$ cat src/rtl/issue_rs_wakeup_pkg.sv
// Shared defaults for the issue reservation station and its age-matrix select.
package issue_rs_wakeup_pkg;
    localparam int RS_P_DEPTH   = 3;
    localparam int RS_PRF_AW    = 6;
    localparam int RS_PAYLOAD_W = 64;
    localparam int RS_NUM_WB    = 2;
endpackage

$ cat src/rtl/rs_age_matrix.sv
// Relative-age matrix for the RS entries; picks the oldest ready candidate as a one-hot.
module rs_age_matrix
    import issue_rs_wakeup_pkg::*;
#(
    parameter int DEPTH = 1 << RS_P_DEPTH
) (
    input  logic             clk,
    input  logic             rst,
    input  logic             clear,
    input  logic [DEPTH-1:0] push_oh,
    input  logic [DEPTH-1:0] valid,
    input  logic [DEPTH-1:0] cand,
    output logic [DEPTH-1:0] sel
);
    // age[i][j] = 1 means entry i is older than entry j
    logic [DEPTH-1:0][DEPTH-1:0] age;

    always_ff @(posedge clk) begin
        if (!rst || clear) begin
            age <= '0;
        end else begin
            for (int i = 0; i < DEPTH; i++)
                for (int j = 0; j < DEPTH; j++)
                    if (push_oh[i])      age[i][j] <= 1'b0;
                    else if (push_oh[j]) age[i][j] <= valid[i];
        end
    end

    for (genvar i = 0; i < DEPTH; i++) begin : g_sel
        logic [DEPTH-1:0] older;
        for (genvar j = 0; j < DEPTH; j++) begin : g_col
            assign older[j] = age[j][i];
        end
        assign sel[i] = cand[i] & ~|(cand & older);
    end
endmodule

$ cat src/rtl/issue_rs_wakeup.sv
// Out-of-order reservation station: wakeup tracking, oldest-ready select, registered issue stage.
module issue_rs_wakeup
    import issue_rs_wakeup_pkg::*;
#(
    parameter int P_DEPTH   = RS_P_DEPTH,
    parameter int PRF_AW    = RS_PRF_AW,
    parameter int PAYLOAD_W = RS_PAYLOAD_W,
    parameter int NUM_WB    = RS_NUM_WB
) (
    input  logic                     clk,
    input  logic                     rst,
    input  logic                     flush,
    input  logic                     issue_valid,
    output logic                     issue_ready,
    input  logic [PAYLOAD_W-1:0]     issue_payload,
    input  logic [PRF_AW-1:0]        issue_prs1,
    input  logic                     issue_prs1_re,
    input  logic                     issue_prs1_busy,
    input  logic [PRF_AW-1:0]        issue_prs2,
    input  logic                     issue_prs2_re,
    input  logic                     issue_prs2_busy,
    input  logic [NUM_WB-1:0]        wb_valid,
    input  logic [NUM_WB*PRF_AW-1:0] wb_prd,
    output logic                     ro_valid,
    input  logic                     ro_ready,
    output logic [PAYLOAD_W-1:0]     ro_payload,
    output logic [PRF_AW-1:0]        ro_prs1,
    output logic                     ro_prs1_re,
    output logic [PRF_AW-1:0]        ro_prs2,
    output logic                     ro_prs2_re,
    output logic [P_DEPTH:0]         rs_count
);
    localparam int DEPTH = 1 << P_DEPTH;
    localparam int CW    = P_DEPTH + 1;

    logic [DEPTH-1:0]                valid, rdy1, rdy2, re1, re2;
    logic [DEPTH-1:0][PRF_AW-1:0]    prs1, prs2;
    logic [DEPTH-1:0][PAYLOAD_W-1:0] payload;
    logic [DEPTH-1:0]                free, push_oh, cand, sel, deq_oh;
    logic                            push, adv, deq, new_rdy1, new_rdy2;
    logic [P_DEPTH-1:0]              sel_idx;

    function automatic logic wb_hit(input logic [NUM_WB-1:0]        v,
                                    input logic [NUM_WB*PRF_AW-1:0] prd,
                                    input logic [PRF_AW-1:0]        r);
        logic h;
        h = 1'b0;
        for (int k = 0; k < NUM_WB; k++)
            h = h | (v[k] && (prd[k*PRF_AW +: PRF_AW] == r));
        return h;
    endfunction

    // Full check uses registered occupancy only, so a slot freed by this cycle's issue waits a cycle
    assign issue_ready = ~&valid;
    assign push        = issue_valid & issue_ready & ~flush;
    assign free        = ~valid;
    assign push_oh     = (free & (~free + DEPTH'(1))) & {DEPTH{push}};

    assign new_rdy1 = ~issue_prs1_re | ~issue_prs1_busy | wb_hit(wb_valid, wb_prd, issue_prs1);
    assign new_rdy2 = ~issue_prs2_re | ~issue_prs2_busy | wb_hit(wb_valid, wb_prd, issue_prs2);

    assign cand   = valid & rdy1 & rdy2;
    assign adv    = ~ro_valid | ro_ready;
    assign deq    = adv & |cand;
    assign deq_oh = sel & {DEPTH{deq}};

    always_comb begin
        sel_idx = '0;
        for (int i = 0; i < DEPTH; i++)
            if (sel[i]) sel_idx = P_DEPTH'(i);
    end

    rs_age_matrix #(.DEPTH(DEPTH)) u_age (
        .clk     (clk),
        .rst     (rst),
        .clear   (flush),
        .push_oh (push_oh),
        .valid   (valid),
        .cand    (cand),
        .sel     (sel)
    );

    always_ff @(posedge clk) begin
        if (!rst || flush) begin
            valid    <= '0;
            rs_count <= '0;
        end else begin
            valid    <= (valid & ~deq_oh) | push_oh;
            rs_count <= rs_count + CW'(push) - CW'(deq);
        end
    end

    always_ff @(posedge clk) begin
        if (!rst) begin
            rdy1 <= '0;
            rdy2 <= '0;
        end else begin
            for (int i = 0; i < DEPTH; i++) begin
                if (push_oh[i]) begin
                    rdy1[i] <= new_rdy1;
                    rdy2[i] <= new_rdy2;
                end else begin
                    rdy1[i] <= rdy1[i] | wb_hit(wb_valid, wb_prd, prs1[i]);
                    rdy2[i] <= rdy2[i] | wb_hit(wb_valid, wb_prd, prs2[i]);
                end
            end
        end
    end

    always_ff @(posedge clk) begin
        for (int i = 0; i < DEPTH; i++) begin
            if (push_oh[i]) begin
                payload[i] <= issue_payload;
                prs1[i]    <= issue_prs1;
                re1[i]     <= issue_prs1_re;
                prs2[i]    <= issue_prs2;
                re2[i]     <= issue_prs2_re;
            end
        end
    end

    always_ff @(posedge clk) begin
        if (!rst || flush) ro_valid <= 1'b0;
        else if (adv)      ro_valid <= |cand;
    end

    always_ff @(posedge clk) begin
        if (deq) begin
            ro_payload <= payload[sel_idx];
            ro_prs1    <= prs1[sel_idx];
            ro_prs1_re <= re1[sel_idx];
            ro_prs2    <= prs2[sel_idx];
            ro_prs2_re <= re2[sel_idx];
        end
    end
endmodule

$ cat config.mk
export PLATFORM = sky130hd
export DESIGN_NAME = issue_rs_wakeup
export DESIGN_NICKNAME = d
export VERILOG_FILES = /design/src/rtl/issue_rs_wakeup_pkg.sv /design/src/rtl/rs_age_matrix.sv /design/src/rtl/issue_rs_wakeup.sv
export SDC_FILE = /design/constraint.sdc
export NUM_CORES = 1
export LEC_CHECK = 0
export CAP_MARGIN = 20
export CORE_ASPECT_RATIO = 1.2
export CORE_UTILIZATION = 50
export CTS_CLUSTER_SIZE = 30
export DETAILED_ROUTE_END_ITERATION = 8
export GPL_TIMING_DRIVEN = 0
export PLACE_DENSITY = 0.69
export SLEW_MARGIN = 30
export SYNTH_ARGS = -nofsm -noshare
export SYNTH_HDL_FRONTEND = slang
export SYNTH_HIERARCHICAL = 1
export SYNTH_SLANG_ARGS = --single-unit
$ cat constraint.sdc
create_clock -name clk -period 28.2 [get_ports clk]
set_input_delay 5.64 -clock clk [delete_from_list [all_inputs] [get_ports clk]]
set_output_delay 5.64 -clock clk [all_outputs]
set_load 0.01 [all_outputs]
==> results.md <==
- Initial Util: 50.6%
- Max Clock Freq: 0.119 GHz
- Vias per cell: 6.29
- Syn Inst Count: 2153
- DR iter-0 viols: 2404
- Final count of pins violating max slew: 0
- Worst-Skew Late Latency: 0.63 ns
- Slowest stage delay, CP: 0.73 ns
- First-pass GRT wire length: 136000 um
- Main flop type after synthesis: edfxtp_1
- Crit path max-delay family: buffers and inverters
- Routed WL: 93800 um
- Comb pwr share: 3.5%
- Critical Path AT: 8.92 ns
- CP Max Fanout: 50
- CTS Sinks: 787
- Most frequent cells in the layout: 702 x edfxtp_1, 243 x and3_1, 234 x a211oi_1, 168 x clkdlybuf4s50_1, 117 x clkbuf_1
- P_int: 1.87 mW
- Final hold vios: 0
- Final Cell Area: 38100 um^2
- Vias in the first global route: 21600
- Max Clock Skew: 0.0251 ns
- RSZ-0062 raised after global routing: false
- Critical Path Start Type: input port
- Chip height: 279 um
- Ys Warns: 6
- Antenna-violating nets left: 0
- CP max stage cell: or4_1
- Power Dens Cells: 61.9 nW/um^2
- Worst hold path class: reg2reg
- Post-Syn Nets: 2257
- CTS clk-pin slew, worst paths: 0.06 ns
- Crit-path cells: clkdlybuf4s50_1 -> nand2b_1 -> or4_1 -> inv_6 -> buf_16 -> buf_2 -> nand2b_1 -> nor2_1
- Status: finished clean
- Gpl congestion: 0.938
- Commonest non-fill, non-tap cell in the layout: edfxtp_1
- Crit path launch: flush
- All-Layer GR Usage: 28.7%
- DP Wirelength: 62300 um
- Die Wd: 233 um
- P_leak: 12.5 nW
- Crit. path cell count: 8
- Crit Reg-Reg Endpoint: ro_prs2[3]
- # port buffers: 168
- Slew Limit Headroom: 30.7%
- Initial antenna violation count: 7
- DR pass1 iterations: 6
- Worst slew pin tran: 1.03 ns
- Routed WL per cell: 27.9 um
- CP dominant cell by count: nand2b_1
- Final net count: 2578
- Area leader, netlist: edfxtp_1
- IO Count: 183
- Fin Setup TNS: 0 ns
- Worst VDD drop: 40.2 uV
- Area post-placement: 35700 um^2
- Max cap viols: 0
- Layout cell share with drive strength beyond 1: 10.5%
- H-tree Lvls: 3
- Synth cell types: 49
- DRC viols: 0
- Row cnt: 101
- Vias post-DR: 21100
- EDFF count, synth: 702
- Net Sw Power: 0.491 mW
- Cts repair resizes: 0
- Largest net degree at the start of global routing: 56
- Area delta synth->final: 19.1%
- Ys async rst share: 0%
- Register-to-register setup slack: 22.98 ns
- Sw Ratio: 20.8%
- Setup Fix Bufs, Post-CTS: 0
- Crit share post-route: 29.9%
- Cells taking the most area after synthesis: edfxtp_1 66%, a211oi_1 5.5%, dfxtp_1 5.3%, and3_1 4.7%, xor2_1 3.0%
- Die area: 65100 um^2
- CTS tree: done
- Crit end category: flop
- Critical path class: in2reg
- Critical Path End: u_age/age[49]
- Buf/Inv on CP: 4
- Num CTS Buffers: 76
- Root Driver: clkbuf_16
- CTS Hold Bufs: 0
- FF-to-FF Start: valid[7]
- Core area: 63300 um^2
- Synthesized cell area: 32000 um^2
- Max clock buf depth: 3
- CP required: 28.69 ns
- Synth Register Bits: 787
- Setup Viol. Count Final: 0
- Cells on worst reg2reg path: 11
- Clk pwr share: 42.3%
- Post-layout min period: 8.44 ns
- Syn_area_per_cell: 14.9 um^2
- Synth top area share: 65.8%
- Register area share after synthesis: 71.1%
- GRT overflow: 0
- Flop pwr share: 54.2%
tightest hold or removal path: stages, from the launching register on:
cell     delay, ns
dfxtp_1       0.33
mux2i_1       0.06
nor2_1        0.07
power by group through the flow:
stage          Sequential, mW  Clock, mW  Combinational [mW]
2_1_floorplan            1.30          0              0.0360
3_3_place_gp             1.31          0              0.0762
3_5_place_dp             1.30          0              0.0817
4_1_cts                  1.28       1.01              0.0821
5_1_grt                  1.28       1.05              0.0872
6_report                 1.28      0.999              0.0829
flip-flops by register name (all words and copies together), names as in the netlist:
name	cells
ro_payload	64
ro_prs1_re	1
valid	8
rs_count	4
prs2	48
ro_prs2_re	1
re2	8
ro_prs1	6
payload	512
re1	8
ro_prs2	6
rdy1	8
prs1	48
u_age/age	56
rdy2	8
ro_valid	1
through the flow:
stage	total power, mW	instances	utilization, %	setup slack, ns	hold WS, ns
after global placement	1.38	3145	54.9	3.28	0.473
after detailed placement	1.39	3219	56.4	19.22	0.485
after global routing	2.42	3357	60.2	19.66	0.519
after CTS	2.37	3355	60.2	19.86	0.503
after floorplan	1.34	2153	-	12.24	0.460
final	2.36	3357	60.2	19.76	0.498
cell type report:
type | count | area [um^2]
diodes | 1 | 2.50
plain buffers | 162 | 714
clock buffers | 90 | 2000
clock inverters | 46 | 402
fillers | 4745 | 25200
inverters | 9 | 43.8
multi-input cells | 1195 | 8560
flip-flops and latches | 787 | 22800
well taps | 824 | 1030
repair buffers | 243 | 2610
logic make-up (layout without fill, tap and decap cells):
family | count (synthesis) | in the layout | synth area share [%]
adder cells (fa/ha/maj) | 5 | 5 | 0.219
AO/OA/AOI/OAI | 397 | 397 | 9.07
other | 0 | 1 | 0
buffers and inverters | 171 | 550 | 2.34
AND/OR/NAND/NOR | 518 | 518 | 9.52
XOR/XNOR | 219 | 219 | 5.99
flip-flops | 787 | 787 | 71.1
multiplexers | 56 | 56 | 1.75
cells in the mapped netlist (all sizes together), types with 5 or more instances:
cell / instances
nand2b: 11
a21oi: 23
o22ai: 79
nor2b: 5
dfxtp: 85
nor4: 109
a221oi: 8
xor2: 110
o41ai: 11
nand4: 34
inv: 9
xnor2: 109
o31ai: 6
edfxtp: 702
buf: 56
nor2: 71
a22o: 8
nand2: 18
nor3: 6
clkbuf: 106
o21ai: 11
mux2i: 56
and4: 9
a211oi: 234
a22oi: 8
and3: 243
worst min path at each step:
| stage | from | endpoint | slack [ns] | cells past startpoint |
|---|---|---|---|---|
| floorplan | u_age/age[14] | u_age/age[14] | 0.46 | 2 |
| finish | u_age/age[31] | u_age/age[31] | 0.50 | 2 |
| global placement | u_age/age[13] | u_age/age[13] | 0.47 | 2 |
| CTS | u_age/age[34] | u_age/age[34] | 0.50 | 2 |
| global route | u_age/age[60] | u_age/age[60] | 0.52 | 2 |
| detailed placement | u_age/age[34] | u_age/age[34] | 0.49 | 2 |
metal layers:
layer  up-vias  global-route usage (%)  share of wire [%]
met5         -                       0              0.075
li1       9179                       -                  -
met2      1045                    48.7                 50
met1     10600                    35.3                 38
met3       244                    5.33                7.5
met4        12                    13.9                4.7
Power figures use the tool's default switching activity.
